## config.mk

```make
export PLATFORM = sky130hd
export DESIGN_NAME = ddr_cmd_tracker
export DESIGN_NICKNAME = d
export VERILOG_FILES = /design/src/rtl/ddr_cmd_pkg.sv /design/src/rtl/bank_state_table.sv /design/src/rtl/ddr_cmd_tracker.sv
export SDC_FILE = /design/constraint.sdc
export NUM_CORES = 1
export LEC_CHECK = 0
export BUFFER_PORTS_ARGS = -buffer_cell sky130_fd_sc_hd__buf_2
export CAP_MARGIN = 20
export CORE_AREA = 2 2 238 240
export DETAILED_ROUTE_END_ITERATION = 10
export DIE_AREA = 0 0 240 242
export PLACE_DENSITY = 0.53
export SYNTH_ARGS = -nofsm -noshare
export SYNTH_HDL_FRONTEND = slang
export SYNTH_SLANG_ARGS = --single-unit
```

## constraint.sdc

```tcl
create_clock -name clk -period 3.5 [get_ports clk]
set_input_delay 0.525 -clock clk [delete_from_list [all_inputs] [get_ports clk]]
set_output_delay 0.525 -clock clk [all_outputs]
set_load 0.005 [all_outputs]
```

## src/rtl/ddr_cmd_pkg.sv

```systemverilog
`default_nettype none
// ============================================================================
// Module      : ddr_cmd_pkg
// Description : Shared types for the DDR4 command tracker. It holds the decoded
//               command codes, the illegal-command codes and the positions of
//               the command pins inside the A bus.
// Revision    : 1.0 - initial release
// ============================================================================
package ddr_cmd_pkg;

  typedef enum logic [3:0] {
    CMD_DES  = 4'd0,
    CMD_NOP  = 4'd1,
    CMD_ACT  = 4'd2,
    CMD_RD   = 4'd3,
    CMD_RDA  = 4'd4,
    CMD_WR   = 4'd5,
    CMD_WRA  = 4'd6,
    CMD_PRE  = 4'd7,
    CMD_PREA = 4'd8,
    CMD_REF  = 4'd9,
    CMD_SRE  = 4'd10,
    CMD_MRS  = 4'd11,
    CMD_ZQC  = 4'd12,
    CMD_RFU  = 4'd13
  } cmd_e;

  typedef enum logic [2:0] {
    ILL_NONE      = 3'd0,
    ILL_MULTI_CS  = 3'd1,
    ILL_RFU       = 3'd2,
    ILL_ACT_OPEN  = 3'd3,
    ILL_RW_CLOSED = 3'd4,
    ILL_BANK_OPEN = 3'd5
  } ill_e;

  // The command pins sit at the top of A. These offsets count down from
  // ADDRWIDTH, so RAS_n is A[ADDRWIDTH-RAS_OFS].
  localparam int RAS_OFS = 1;
  localparam int CAS_OFS = 2;
  localparam int WE_OFS  = 3;
  // The auto-precharge / precharge-all bit has a fixed position.
  localparam int AP_BIT  = 10;

  // Column accesses: these need an open bank and report a column.
  function automatic logic is_rw(input cmd_e c);
    return (c == CMD_RD) || (c == CMD_RDA) || (c == CMD_WR) || (c == CMD_WRA);
  endfunction

endpackage
`default_nettype wire

```

## src/rtl/bank_state_table.sv

```systemverilog
`default_nettype none
// ============================================================================
// Module      : bank_state_table
// Description : Open/closed state and open-row storage for the banks of one
//               rank. The strobes are mutually exclusive, and the parent
//               asserts them only for legal commands.
// Ports       : clk, reset_n     - clock, asynchronous active-low reset
//               i_open           - open i_bank and store i_row as its row
//               i_close          - close i_bank
//               i_close_all      - close every bank of the rank
//               i_bank / i_row   - target bank index / row to store
//               o_row            - stored row of i_bank (combinational read)
//               o_open           - open flag per bank
// Revision    : 1.0 - initial release
// ============================================================================
module bank_state_table #(
  parameter int BANKS = 16,
  parameter int BKW   = 4,
  parameter int ROWW  = 17
) (
  input  logic            clk,
  input  logic            reset_n,
  input  logic            i_open,
  input  logic            i_close,
  input  logic            i_close_all,
  input  logic [BKW-1:0]  i_bank,
  input  logic [ROWW-1:0] i_row,
  output logic [ROWW-1:0] o_row,
  output logic [BANKS-1:0] o_open
);

  logic [BANKS-1:0] r_open;
  logic [ROWW-1:0]  r_row [BANKS];

  // When a bank closes, its row register keeps the old value. Only the open
  // flag decides whether that row is meaningful.
  always_ff @(posedge clk or negedge reset_n) begin
    if (!reset_n) begin
      r_open <= '0;
      for (int b = 0; b < BANKS; b++) begin
        r_row[b] <= '0;
      end
    end else begin
      if (i_close_all) begin
        r_open <= '0;
      end else if (i_open) begin
        r_open[i_bank] <= 1'b1;
        r_row[i_bank]  <= i_row;
      end else if (i_close) begin
        r_open[i_bank] <= 1'b0;
      end
    end
  end

  assign o_row  = r_row[i_bank];
  assign o_open = r_open;

endmodule
`default_nettype wire

```

## src/rtl/ddr_cmd_tracker.sv

```systemverilog
`default_nettype none
// ============================================================================
// Module      : ddr_cmd_tracker
// Description : Registered DDR4 command decoder. It decodes the command pins,
//               selects the rank from cs_n, tracks per-bank open state and
//               open rows, flags protocol-illegal commands and keeps
//               saturating ACT/RD/WR counters.
// Ports       : clk, reset_n           - clock, asynchronous active-low reset
//               cke, cs_n, act_n, A,
//               bg, ba                 - DDR4 command/address pins
//               cmd_valid, cmd         - decoded command (registered)
//               cmd_rank, cmd_bank     - command target
//               cmd_row, cmd_col       - row (ACT: A, RD/WR: open row) / column
//               bank_open              - open flag, index rank*BANKS+bank
//               illegal, illegal_code  - one-cycle violation pulse and reason
//               act_cnt, rd_cnt, wr_cnt- saturating legal-command counters
// Revision    : 1.0 - initial release
// ============================================================================
module ddr_cmd_tracker
  import ddr_cmd_pkg::*;
#(
  parameter  int ADDRWIDTH = 17,
  parameter  int COLWIDTH  = 10,
  parameter  int BGWIDTH   = 2,
  parameter  int BAWIDTH   = 2,
  parameter  int RANKS     = 1,
  parameter  int CNTWIDTH  = 32,
  localparam int BKW       = BGWIDTH + BAWIDTH,
  localparam int BANKS     = 2 ** BKW,
  localparam int RKW       = (RANKS > 1) ? $clog2(RANKS) : 1
) (
  input  logic                   clk,
  input  logic                   reset_n,
  input  logic                   cke,
  input  logic [RANKS-1:0]       cs_n,
  input  logic                   act_n,
  input  logic [ADDRWIDTH-1:0]   A,
  input  logic [BGWIDTH-1:0]     bg,
  input  logic [BAWIDTH-1:0]     ba,
  output logic                   cmd_valid,
  output logic [3:0]             cmd,
  output logic [RKW-1:0]         cmd_rank,
  output logic [BKW-1:0]         cmd_bank,
  output logic [ADDRWIDTH-1:0]   cmd_row,
  output logic [COLWIDTH-1:0]    cmd_col,
  output logic [RANKS*BANKS-1:0] bank_open,
  output logic                   illegal,
  output logic [2:0]             illegal_code,
  output logic [CNTWIDTH-1:0]    act_cnt,
  output logic [CNTWIDTH-1:0]    rd_cnt,
  output logic [CNTWIDTH-1:0]    wr_cnt
);

  // --------------------------------------------------------------------------
  // Rank select
  // --------------------------------------------------------------------------
  logic [RANKS-1:0] w_cs_low;
  logic             w_multi;
  logic             w_one;
  logic [RKW-1:0]   w_rank;
  logic [BKW-1:0]   w_bank;

  assign w_cs_low = ~cs_n;
  // Clearing the lowest set bit leaves a nonzero value only if two or more
  // chip selects are low.
  assign w_multi  = (w_cs_low & (w_cs_low - RANKS'(1))) != '0;
  assign w_one    = (w_cs_low != '0) && !w_multi;
  assign w_bank   = {bg, ba};

  always_comb begin
    w_rank = '0;
    for (int r = 0; r < RANKS; r++) begin
      if (w_cs_low[r]) begin
        w_rank = RKW'(r);
      end
    end
  end

  // --------------------------------------------------------------------------
  // Command decode
  // --------------------------------------------------------------------------
  cmd_e w_cmd;
  logic w_ap;

  assign w_ap = A[AP_BIT];

  always_comb begin
    w_cmd = CMD_NOP;
    if (!act_n) begin
      w_cmd = CMD_ACT;
    end else begin
      case ({A[ADDRWIDTH-RAS_OFS], A[ADDRWIDTH-CAS_OFS], A[ADDRWIDTH-WE_OFS]})
        3'b000:  w_cmd = CMD_MRS;
        3'b001:  w_cmd = cke  ? CMD_REF  : CMD_SRE;
        3'b010:  w_cmd = w_ap ? CMD_PREA : CMD_PRE;
        3'b011:  w_cmd = CMD_RFU;
        3'b100:  w_cmd = w_ap ? CMD_WRA  : CMD_WR;
        3'b101:  w_cmd = w_ap ? CMD_RDA  : CMD_RD;
        3'b110:  w_cmd = CMD_ZQC;
        default: w_cmd = CMD_NOP;
      endcase
    end
  end

  // --------------------------------------------------------------------------
  // Per-rank bank tables
  // --------------------------------------------------------------------------
  logic [BANKS-1:0]     w_open_rank [RANKS];
  logic [ADDRWIDTH-1:0] w_row_rank  [RANKS];
  logic                 w_tgt_open;
  logic                 w_rank_open;
  logic [ADDRWIDTH-1:0] w_tgt_row;
  ill_e                 w_ill_code;
  logic                 w_legal;

  assign w_tgt_open  = w_open_rank[w_rank][w_bank];
  assign w_rank_open = |w_open_rank[w_rank];
  assign w_tgt_row   = w_row_rank[w_rank];

  generate
    for (genvar r = 0; r < RANKS; r++) begin : g_rank
      logic w_sel;
      assign w_sel = w_legal && (w_rank == RKW'(r));

      bank_state_table #(
        .BANKS (BANKS),
        .BKW   (BKW),
        .ROWW  (ADDRWIDTH)
      ) u_bank_state_table (
        .clk         (clk),
        .reset_n     (reset_n),
        .i_open      (w_sel && (w_cmd == CMD_ACT)),
        .i_close     (w_sel && ((w_cmd == CMD_PRE) || (w_cmd == CMD_RDA) ||
                                (w_cmd == CMD_WRA))),
        .i_close_all (w_sel && (w_cmd == CMD_PREA)),
        .i_bank      (w_bank),
        .i_row       (A),
        .o_row       (w_row_rank[r]),
        .o_open      (w_open_rank[r])
      );

      assign bank_open[r*BANKS +: BANKS] = w_open_rank[r];
    end
  endgenerate

  // --------------------------------------------------------------------------
  // Illegality check
  // --------------------------------------------------------------------------
  always_comb begin
    w_ill_code = ILL_NONE;
    if (w_multi) begin
      w_ill_code = ILL_MULTI_CS;
    end else if (w_one) begin
      if (w_cmd == CMD_RFU) begin
        w_ill_code = ILL_RFU;
      end else if ((w_cmd == CMD_ACT) && w_tgt_open) begin
        w_ill_code = ILL_ACT_OPEN;
      end else if (is_rw(w_cmd) && !w_tgt_open) begin
        w_ill_code = ILL_RW_CLOSED;
      end else if (((w_cmd == CMD_REF) || (w_cmd == CMD_SRE) ||
                    (w_cmd == CMD_MRS)) && w_rank_open) begin
        w_ill_code = ILL_BANK_OPEN;
      end
    end
  end

  assign w_legal = w_one && (w_ill_code == ILL_NONE);

  // --------------------------------------------------------------------------
  // Registered command outputs
  // --------------------------------------------------------------------------
  logic                 r_cmd_valid;
  cmd_e                 r_cmd;
  logic [RKW-1:0]       r_cmd_rank;
  logic [BKW-1:0]       r_cmd_bank;
  logic [ADDRWIDTH-1:0] r_cmd_row;
  logic [COLWIDTH-1:0]  r_cmd_col;
  logic                 r_illegal;
  ill_e                 r_ill_code;

  always_ff @(posedge clk or negedge reset_n) begin
    if (!reset_n) begin
      r_cmd_valid <= 1'b0;
      r_cmd       <= CMD_NOP;
      r_cmd_rank  <= '0;
      r_cmd_bank  <= '0;
      r_cmd_row   <= '0;
      r_cmd_col   <= '0;
      r_illegal   <= 1'b0;
      r_ill_code  <= ILL_NONE;
    end else begin
      r_cmd_valid <= w_one;
      r_illegal   <= (w_ill_code != ILL_NONE);
      r_ill_code  <= w_ill_code;
      if (w_one) begin
        r_cmd      <= w_cmd;
        r_cmd_rank <= w_rank;
        r_cmd_bank <= w_bank;
        // The row is read before the edge, so RDA/WRA report the row that
        // was open before they close the bank.
        if (w_cmd == CMD_ACT) begin
          r_cmd_row <= A;
        end else if (is_rw(w_cmd)) begin
          r_cmd_row <= w_tgt_row;
        end else begin
          r_cmd_row <= '0;
        end
        r_cmd_col  <= is_rw(w_cmd) ? A[COLWIDTH-1:0] : '0;
      end else begin
        r_cmd      <= CMD_DES;
        r_cmd_rank <= '0;
        r_cmd_bank <= '0;
        r_cmd_row  <= '0;
        r_cmd_col  <= '0;
      end
    end
  end

  // --------------------------------------------------------------------------
  // Saturating activity counters (legal commands only)
  // --------------------------------------------------------------------------
  logic [CNTWIDTH-1:0] r_act_cnt;
  logic [CNTWIDTH-1:0] r_rd_cnt;
  logic [CNTWIDTH-1:0] r_wr_cnt;

  always_ff @(posedge clk or negedge reset_n) begin
    if (!reset_n) begin
      r_act_cnt <= '0;
      r_rd_cnt  <= '0;
      r_wr_cnt  <= '0;
    end else if (w_legal) begin
      if ((w_cmd == CMD_ACT) && (r_act_cnt != '1)) begin
        r_act_cnt <= r_act_cnt + CNTWIDTH'(1);
      end
      if (((w_cmd == CMD_RD) || (w_cmd == CMD_RDA)) && (r_rd_cnt != '1)) begin
        r_rd_cnt <= r_rd_cnt + CNTWIDTH'(1);
      end
      if (((w_cmd == CMD_WR) || (w_cmd == CMD_WRA)) && (r_wr_cnt != '1)) begin
        r_wr_cnt <= r_wr_cnt + CNTWIDTH'(1);
      end
    end
  end

  assign cmd_valid    = r_cmd_valid;
  assign cmd          = r_cmd;
  assign cmd_rank     = r_cmd_rank;
  assign cmd_bank     = r_cmd_bank;
  assign cmd_row      = r_cmd_row;
  assign cmd_col      = r_cmd_col;
  assign illegal      = r_illegal;
  assign illegal_code = r_ill_code;
  assign act_cnt      = r_act_cnt;
  assign rd_cnt       = r_rd_cnt;
  assign wr_cnt       = r_wr_cnt;

endmodule
`default_nettype wire

```

# [After elaboration in Yosys (flattened, before gate mapping)]
# Index checks and enable logic that the tools add are counted.
[totals] out_inout_bits=153 in_bits=26 elab_cells=126 ff_bits=424
[classes] n_reduce_logical=32 bitwise_logic=7 mux=32 magnitude_cmp=4 n_eq_ne=20 n_addsub=4
[ops] operator="$bwmux 272" n=1
[ops] operator="$mux 17" n=6
[ops] operator="$add 32x1->32 const B" n=3
[ops] operator="$ne 32x32->1 const B" n=3
[ops] operator="$bmux 17 s4" n=1
[ops] operator="$demux 17 s4" n=1
[ops] operator="$mux 16" n=3
[ops] operator="$pmux 4 s7" n=1
[ops] operator="$mux 3" n=7
[ops] operator="$eq 4x4->1 const B" n=5
[ops] operator="$mux 10" n=2
[ops] operator="$and 16x16->16" n=1
[ops] operator="$eq 4x3->1 const B" n=4
[ops] operator="$mux 4" n=4
[ops] operator="$not 16->16" n=1
[ops] operator="$or 16x16->16" n=1
[ops] operator="$reduce_or 16->1" n=1
[ops] operator="$logic_and 1x1->1" n=13
[ops] operator="$eq 3x3->1 const B" n=3
[ops] operator="$eq 4x2->1 const B" n=2
[ops] operator="$logic_or 1x1->1" n=8
[ops] operator="$reduce_and 2->1" n=4
[ops] operator="$eq 3x2->1 const B" n=2
[ops] operator="$logic_not 3->1" n=2
[ops] operator="15 further kinds" n=20

# [Longest topological paths before layout]
[logic_depth] ltp_word=19 mapped_depth=9 ltp_nobuf=8

# [Hierarchy]
# From an unflattened synthesis, not the netlist that was laid out.
[hier_totals] cells_unflattened=1458 hier_area_um2=19517.5
[modules_own_cells] module="bank_state_table" cells_per_inst=834 instances=1 seq_area_each_um2=7206.9 area_each_um2=13136.3
[modules_own_cells] module="ddr_cmd_tracker" cells_per_inst=624 instances=1 seq_area_each_um2=3404.5 area_each_um2=6381.1

# [Least setup slack after synthesis]
# OpenSTA, ideal clock, no wires.
[synth_timing] path_kind="input port to flip-flop" from="input bg[0]" to="register g_rank[0].u_bank_state_table.r_row[59] (netlist bit)" setup_slack_ns=0.731 required_ns=3.375 arrival_ns=2.644 setup_ns=0.125 stages=6 cell_sequence="clkbuf_1 -> buf_1 -> nand2_1 -> nor3_2 -> buf_2 -> mux2_2"
[synth_between] elab_chain_cells=14 word_cells_on_any_way=23
[synth_lines] item="start, declared" line_no="ddr_cmd_tracker.sv:38" text="input logic [BGWIDTH-1:0] bg,"
[synth_lines] item="$bmux 1 s4" line_no="ddr_cmd_tracker.sv:116" text="assign w_tgt_open = w_open_rank[w_rank][w_bank];"
[synth_lines] item="$mux 1 (not written as such)" line_no="ddr_cmd_tracker.sv:116"
[synth_lines] item="$logic_not 1->1" line_no="ddr_cmd_tracker.sv:158" text="end else if (is_rw(w_cmd) && !w_tgt_open) begin"
[synth_lines] item="$logic_and 1x1->1" line_no="ddr_cmd_tracker.sv:158"
[synth_lines] item="$mux 3" line_no="ddr_cmd_tracker.sv:158"
[synth_lines] item="$mux 3" line_no="ddr_cmd_tracker.sv:156" text="end else if ((w_cmd == CMD_ACT) && w_tgt_open) begin"
[synth_lines] item="$mux 3" line_no="ddr_cmd_tracker.sv:154" text="if (w_cmd == CMD_RFU) begin"
[synth_lines] item="$mux 3" line_no="ddr_cmd_tracker.sv:153" text="end else if (w_one) begin"
[synth_lines] item="$mux 3" line_no="ddr_cmd_tracker.sv:151" text="if (w_multi) begin"
[synth_lines] item="$logic_not 3->1" line_no="ddr_cmd_tracker.sv:167" text="assign w_legal = w_one && (w_ill_code == ILL_NONE);"
[synth_lines] item="$logic_and 1x1->1" line_no="ddr_cmd_tracker.sv:167"
[synth_lines] item="$logic_and 1x1->1" line_no="ddr_cmd_tracker.sv:135" text=".i_close_all (w_sel && (w_cmd == CMD_PREA)),"
[synth_lines] item="$not 1->1 (no line)"
[synth_lines] item="$reduce_and 2->1 (no line)"
[synth_lines] item="end signal, assigned by index" line_no="bank_state_table.sv:48" text="r_row[i_bank] <= i_row;"
[synth_lines] item="end, declared" line_no="bank_state_table.sv:33" text="logic [ROWW-1:0] r_row [BANKS];"
# Parallel ways exist; a longest one is shown, timed or not. The select of a mux whose other input is x is not followed.
# A chain may end at the register's enable or synchronous reset.

# [Worst setup path in the final report]
[layout_timing] from="register g_rank[0].u_bank_state_table.r_open[10]" to="register r_wr_cnt[23] (netlist: wr_cnt[23])"
[layout_between] elab_chain_cells=12 word_cells_on_any_way=16
[layout_lines] item="start, declared" line_no="bank_state_table.sv:32" text="logic [BANKS-1:0] r_open;"
[layout_lines] item="start signal, assigned" line_no="bank_state_table.sv:39" text="r_open <= '0;"
[layout_lines] item="start signal, assigned" line_no="bank_state_table.sv:45" text="r_open <= '0;"
[layout_lines] item="start signal, assigned by index" line_no="bank_state_table.sv:47" text="r_open[i_bank] <= 1'b1;"
[layout_lines] item="$bmux 1 s4" line_no="ddr_cmd_tracker.sv:116"
[layout_lines] item="$mux 1 (not written as such)" line_no="ddr_cmd_tracker.sv:116"
[layout_lines] item="$logic_not 1->1" line_no="ddr_cmd_tracker.sv:158"
[layout_lines] item="$logic_and 1x1->1" line_no="ddr_cmd_tracker.sv:158"
[layout_lines] item="$mux 3" line_no="ddr_cmd_tracker.sv:158"
[layout_lines] item="$mux 3 *" line_no="ddr_cmd_tracker.sv:156"
[layout_lines] item="$mux 3 *" line_no="ddr_cmd_tracker.sv:154"
[layout_lines] item="$mux 3 *" line_no="ddr_cmd_tracker.sv:153"
[layout_lines] item="$mux 3 *" line_no="ddr_cmd_tracker.sv:151"
[layout_lines] item="$logic_not 3->1 *" line_no="ddr_cmd_tracker.sv:167"
[layout_lines] item="$logic_and 1x1->1 *" line_no="ddr_cmd_tracker.sv:167"
[layout_lines] item="$reduce_and 2->1 (no line) *"
[layout_lines] item="end signal, assigned" line_no="ddr_cmd_tracker.sv:239" text="r_wr_cnt <= r_wr_cnt + CNTWIDTH'(1);"
[layout_lines] item="end, declared" line_no="ddr_cmd_tracker.sv:224" text="logic [CNTWIDTH-1:0] r_wr_cnt;"
# Every way passes the cells marked *; elsewhere a longest branch is shown, timed or not. The select of a mux whose other input is x is not followed.

==> impl_metrics.prom <==
# TYPE chip_impl_metric gauge
chip_impl_metric{name="route.detailed.drc",unit=""} 0
chip_impl_metric{name="final_max_slew_viol_count",unit=""} 0
chip_impl_metric{name="grt_pass1_vias",unit=""} 12900
chip_impl_metric{name="start_util",unit="%"} 34.7
chip_impl_info{name="synth.top_cells.by_area",value="sky130_fd_sc_hd__dfrtp_1 (55%), sky130_fd_sc_hd__mux2_2 (16%), sky130_fd_sc_hd__mux4_2 (9.9%)"} 1
chip_impl_metric{name="detailedPlacementHpwl",unit="mm"} 33.2
chip_impl_metric{name="fin_worst_skew",unit="ns"} 0.0235
chip_impl_metric{name="hold_violation_total_from_the_final_report",unit=""} 0
chip_impl_metric{name="floorplan.io_pins",unit=""} 179
chip_impl_metric{name="setup-violations-final",unit=""} 0
chip_impl_metric{name="cpPeakStageDelay",unit="ns"} 0.80
chip_impl_metric{name="hold_path_depth",unit=""} 2
chip_impl_metric{name="min_period_over_period",unit="%"} 81.1
chip_impl_info{name="most-common-layout-cells",value="sky130_fd_sc_hd__dfrtp_1 (423), sky130_fd_sc_hd__mux2_2 (279), sky130_fd_sc_hd__buf_2 (174), sky130_fd_sc_hd__mux4_2 (85), sky130_fd_sc_hd__nand2_1 (63)"} 1
chip_impl_metric{name="design_power_total",unit="uW"} 12800
chip_impl_metric{name="synthesized_nets",unit=""} 1434
chip_impl_metric{name="clock_tree.buffer_depth",unit=""} 3
chip_impl_metric{name="synth_top_area_share",unit="%"} 54.8
chip_impl_metric{name="standard_cell_core_area",unit="sq um"} 55700
chip_impl_metric{name="post_layout_nonfiller_instances",unit=""} 2402
chip_impl_metric{name="peakVddDrop",unit="mV"} 0.359
chip_impl_info{name="path_delay_family",value="simple AND/OR/NAND/NOR gates"} 1
chip_impl_info{name="whs_endpoint",value="cmd[3]"} 1
chip_impl_metric{name="worst_slack",unit="ns"} 0.663
chip_impl_metric{name="place_worst_setup_slack",unit="ns"} 0.372
chip_impl_metric{name="fin_nets",unit=""} 1637
chip_impl_metric{name="synth.avg_cell_area",unit="sq um"} 13.8
chip_impl_info{name="tritoncts",value="built"} 1
chip_impl_metric{name="synthesis.area",unit="sq um"} 19300
chip_impl_metric{name="worst_pin_slew",unit="ns"} 0.756
chip_impl_metric{name="power_per_cell_area",unit="nW/um^2"} 554
chip_impl_metric{name="areaGrowthSynthToFinish",unit="%"} 19.5
chip_impl_metric{name="synth-edff-count",unit=""} 0
chip_impl_metric{name="die_width",unit="um"} 240
chip_impl_metric{name="clkSlewWorstSetupHoldPaths",unit="ns"} 0.06
chip_impl_metric{name="die_height",unit="um"} 242
chip_impl_metric{name="gp_congestion",unit=""} 0.830
chip_impl_metric{name="crit_fanout",unit=""} 10
chip_impl_metric{name="post_cts.resized_instances",unit=""} 0
chip_impl_metric{name="final.min_clock_period",unit="ns"} 2.84
chip_impl_info{name="rr_endpoint",value="wr_cnt[23]"} 1
chip_impl_info{name="startpoint_type",value="flip-flop"} 1
chip_impl_metric{name="asyncSetResetFlopFracSynth",unit="%"} 100
chip_impl_metric{name="post_synth_num_cell_types",unit=""} 58
chip_impl_metric{name="fmax",unit="MHz"} 352
chip_impl_metric{name="antenna_violating_nets_post_route",unit=""} 0
chip_impl_metric{name="netSwitchingPower",unit="uW"} 3080
chip_impl_metric{name="dr_wl_cell",unit="um"} 21.4
chip_impl_metric{name="grt_use_total",unit="%"} 18.0
chip_impl_metric{name="portBuffers",unit=""} 177
chip_impl_metric{name="path_buf_inv",unit=""} 0
chip_impl_info{name="run_status",value="complete, no violations"} 1
chip_impl_metric{name="postSynthRegisterBits",unit=""} 424
chip_impl_metric{name="row_count",unit=""} 87
chip_impl_info{name="r2r-start",value="g_rank[0].u_bank_state_table.o_open[10]"} 1
chip_impl_metric{name="post_cts_hold_buffer_count",unit=""} 1
chip_impl_metric{name="h_tree_depth",unit=""} 2
chip_impl_metric{name="power_leakage",unit="uW"} 0.0109
chip_impl_metric{name="power_switching_share",unit="%"} 24.1
chip_impl_metric{name="share_of_the_yosys_chip_area_belonging_to_registers",unit="%"} 54.9
chip_impl_info{name="hold_path_startpoint",value="A[16]"} 1
chip_impl_metric{name="number_of_vias_in_the_routed_layout",unit=""} 12500
chip_impl_metric{name="reg2reg_slack",unit="ns"} 0.66
chip_impl_metric{name="fillCellCount",unit=""} 5149
chip_impl_info{name="ys.flop_type",value="sky130_fd_sc_hd__dfrtp_1"} 1
chip_impl_metric{name="r2r.worst_path.cells",unit=""} 7
chip_impl_info{name="hold_path_class",value="in2reg"} 1
chip_impl_metric{name="initialDrtViolationCount",unit=""} 628
chip_impl_metric{name="drive_above_1_share",unit="%"} 43.2
chip_impl_metric{name="antenna_violations_before_repair",unit=""} 2
chip_impl_info{name="worstSetupPathType",value="reg2reg"} 1
chip_impl_info{name="synth_largest_area_cell",value="sky130_fd_sc_hd__dfrtp_1"} 1
chip_impl_metric{name="grt_overflow",unit=""} 0
chip_impl_metric{name="grt_first_pass_wirelength",unit="mm"} 80.5
chip_impl_info{name="timing.critical_path.to_type",value="flip-flop"} 1
chip_impl_info{name="critical_path.cell_chain",value="mux2i_1 -> o2bb2ai_2 -> or3_4 -> a211o_1 -> or4_1 -> nor3_4 -> xor2_1"} 1
chip_impl_metric{name="largest_net_degree_at_the_start_of_global_routing",unit=""} 86
chip_impl_metric{name="cts_buffers",unit=""} 48
chip_impl_info{name="final_common_cell",value="sky130_fd_sc_hd__dfrtp_1"} 1
chip_impl_metric{name="setup_total_negative_slack",unit="ns"} 0
chip_impl_metric{name="p_int",unit="uW"} 9710
chip_impl_metric{name="timing.hold.ws",unit="ns"} 0.332
chip_impl_metric{name="share_clk_of_total_power",unit="%"} 41.3
chip_impl_metric{name="clkLatencyLatePin",unit="ns"} 0.59
chip_impl_metric{name="place_inst",unit=""} 2313
chip_impl_metric{name="combPwrFrac",unit="%"} 12.6
chip_impl_metric{name="drt_wl_total",unit="mm"} 51.5
chip_impl_metric{name="max_cap_viol_count",unit=""} 0
chip_impl_metric{name="die-area",unit="sq um"} 58100
chip_impl_metric{name="yosys_warnings",unit=""} 0
chip_impl_metric{name="drt_first_pass_iters",unit=""} 4
chip_impl_metric{name="cts_setup_buffers",unit=""} 0
chip_impl_metric{name="netlist_instances",unit=""} 1405
chip_impl_info{name="rsz0062_at_grt",value="no"} 1
chip_impl_metric{name="timing.critical_path.arrival",unit="ns"} 3.35
chip_impl_metric{name="relSlewSlack",unit="%"} 49.2
chip_impl_info{name="cts_root_buf",value="sky130_fd_sc_hd__clkbuf_16"} 1
chip_impl_metric{name="cts_num_sinks",unit=""} 424
chip_impl_metric{name="critical_path_required",unit="ns"} 4.01
chip_impl_metric{name="route.detailed.vias_per_inst",unit=""} 5.18
chip_impl_metric{name="sequentialPowerShare",unit="%"} 46.1
chip_impl_info{name="worst_path_max_delay_cell",value="sky130_fd_sc_hd__or4_1"} 1
## registers in the layout (all words and copies together), names as in the netlist
register,count
illegal_code,3
cmd_col,10
rd_cnt,32
act_cnt,32
illegal,1
cmd_row,17
wr_cnt,32
cmd,4
cmd_valid,1
g_rank.u_bank_state_table.r_row,272
cmd_bank,4
g_rank.u_bank_state_table.o_open,16
## cell families after synthesis
kind of cell	Yosys count	synth area share (%)
and+or+nand+nor	340	9.61
xor gates and xnor gates	93	4.21
buffers and inverters	105	2.30
AOI/OAI and AO/OA	72	2.44
other	1	0.0194
muxes	367	26.3
adders and majority gates	3	0.194
DFF	424	54.9
## cell usage after synthesis, types with 8 or more instances
| cell | n |
|---|---|
| sky130_fd_sc_hd__a21o_1 | 11 |
| sky130_fd_sc_hd__a21oi_1 | 17 |
| sky130_fd_sc_hd__and3_1 | 30 |
| sky130_fd_sc_hd__buf_1 | 10 |
| sky130_fd_sc_hd__buf_2 | 19 |
| sky130_fd_sc_hd__clkbuf_1 | 52 |
| sky130_fd_sc_hd__dfrtp_1 | 423 |
| sky130_fd_sc_hd__inv_1 | 19 |
| sky130_fd_sc_hd__mux2_2 | 279 |
| sky130_fd_sc_hd__mux4_2 | 85 |
| sky130_fd_sc_hd__nand2_1 | 63 |
| sky130_fd_sc_hd__nand2b_1 | 9 |
| sky130_fd_sc_hd__nand3_1 | 44 |
| sky130_fd_sc_hd__nand4_1 | 36 |
| sky130_fd_sc_hd__nor2_1 | 55 |
| sky130_fd_sc_hd__nor2b_1 | 17 |
| sky130_fd_sc_hd__nor3_1 | 27 |
| sky130_fd_sc_hd__nor3_2 | 11 |
| sky130_fd_sc_hd__nor4_1 | 8 |
| sky130_fd_sc_hd__o21ai_0 | 20 |
| sky130_fd_sc_hd__xnor2_1 | 60 |
| sky130_fd_sc_hd__xor2_1 | 33 |
## worst max path at each step
stage	from	endpoint	slack, ns	cells past startpoint
after floorplan	bg[0]	g_rank[0].u_bank_state_table.r_row[59]	0.73	6
after global placement	bg[1]	wr_cnt[23]	0.41	8
after detailed placement	bg[1]	wr_cnt[31]	0.37	8
after CTS	g_rank[0].u_bank_state_table.o_open[10]	wr_cnt[23]	0.67	7
after global routing	g_rank[0].u_bank_state_table.o_open[6]	rd_cnt[27]	0.52	7
final	g_rank[0].u_bank_state_table.o_open[10]	wr_cnt[23]	0.66	7
## power groups by stage
stage	logic, uW	registers, uW	clock network, uW
2_1_floorplan	1130	5870	0
3_3_place_gp	1590	5960	0
3_5_place_dp	1630	5980	0
4_1_cts	1640	5900	5450
5_1_grt	1770	5980	5650
6_report	1610	5900	5290
## metrics by stage
stage | instance area [sq um] | util, %
floorplan | 19300 | -
global placement | 21400 | 38.4
detailed placement | 21400 | 38.4
CTS | 23100 | 41.4
global route | 23100 | 41.4
finish | 23100 | 41.5
## final cells by class
type                            count  area [sq um]  share of cell area, %
Multi-Input combinational cell    876          8340                   36.1
Clock inverter                     16           245                   1.06
Antenna cell                        1          2.50                 0.0108
Clock buffer                       71          1420                   6.14
Tap cell                          756           946                   4.09
Sequential cell                   424         10600                   45.9
Inverter                           19          71.3                  0.309
Timing Repair Buffer              239          1470                   6.36
## layer usage
| metal | part of all wire [%] | wire length [um] | GRT usage (%) | vias to the layer above |
|---|---|---|---|---|
| li1 | - | - | - | 5537 |
| met5 | 0 | 0 | 0 | - |
| met3 | 5.1 | 2650 | 3.24 | 70 |
| met2 | 46 | 23500 | 28.0 | 300 |
| met1 | 47 | 24200 | 26.1 | 6547 |
| met4 | 2.0 | 1040 | 4.38 | 0 |
No activity file was read; power rests on OpenSTA's default activity.
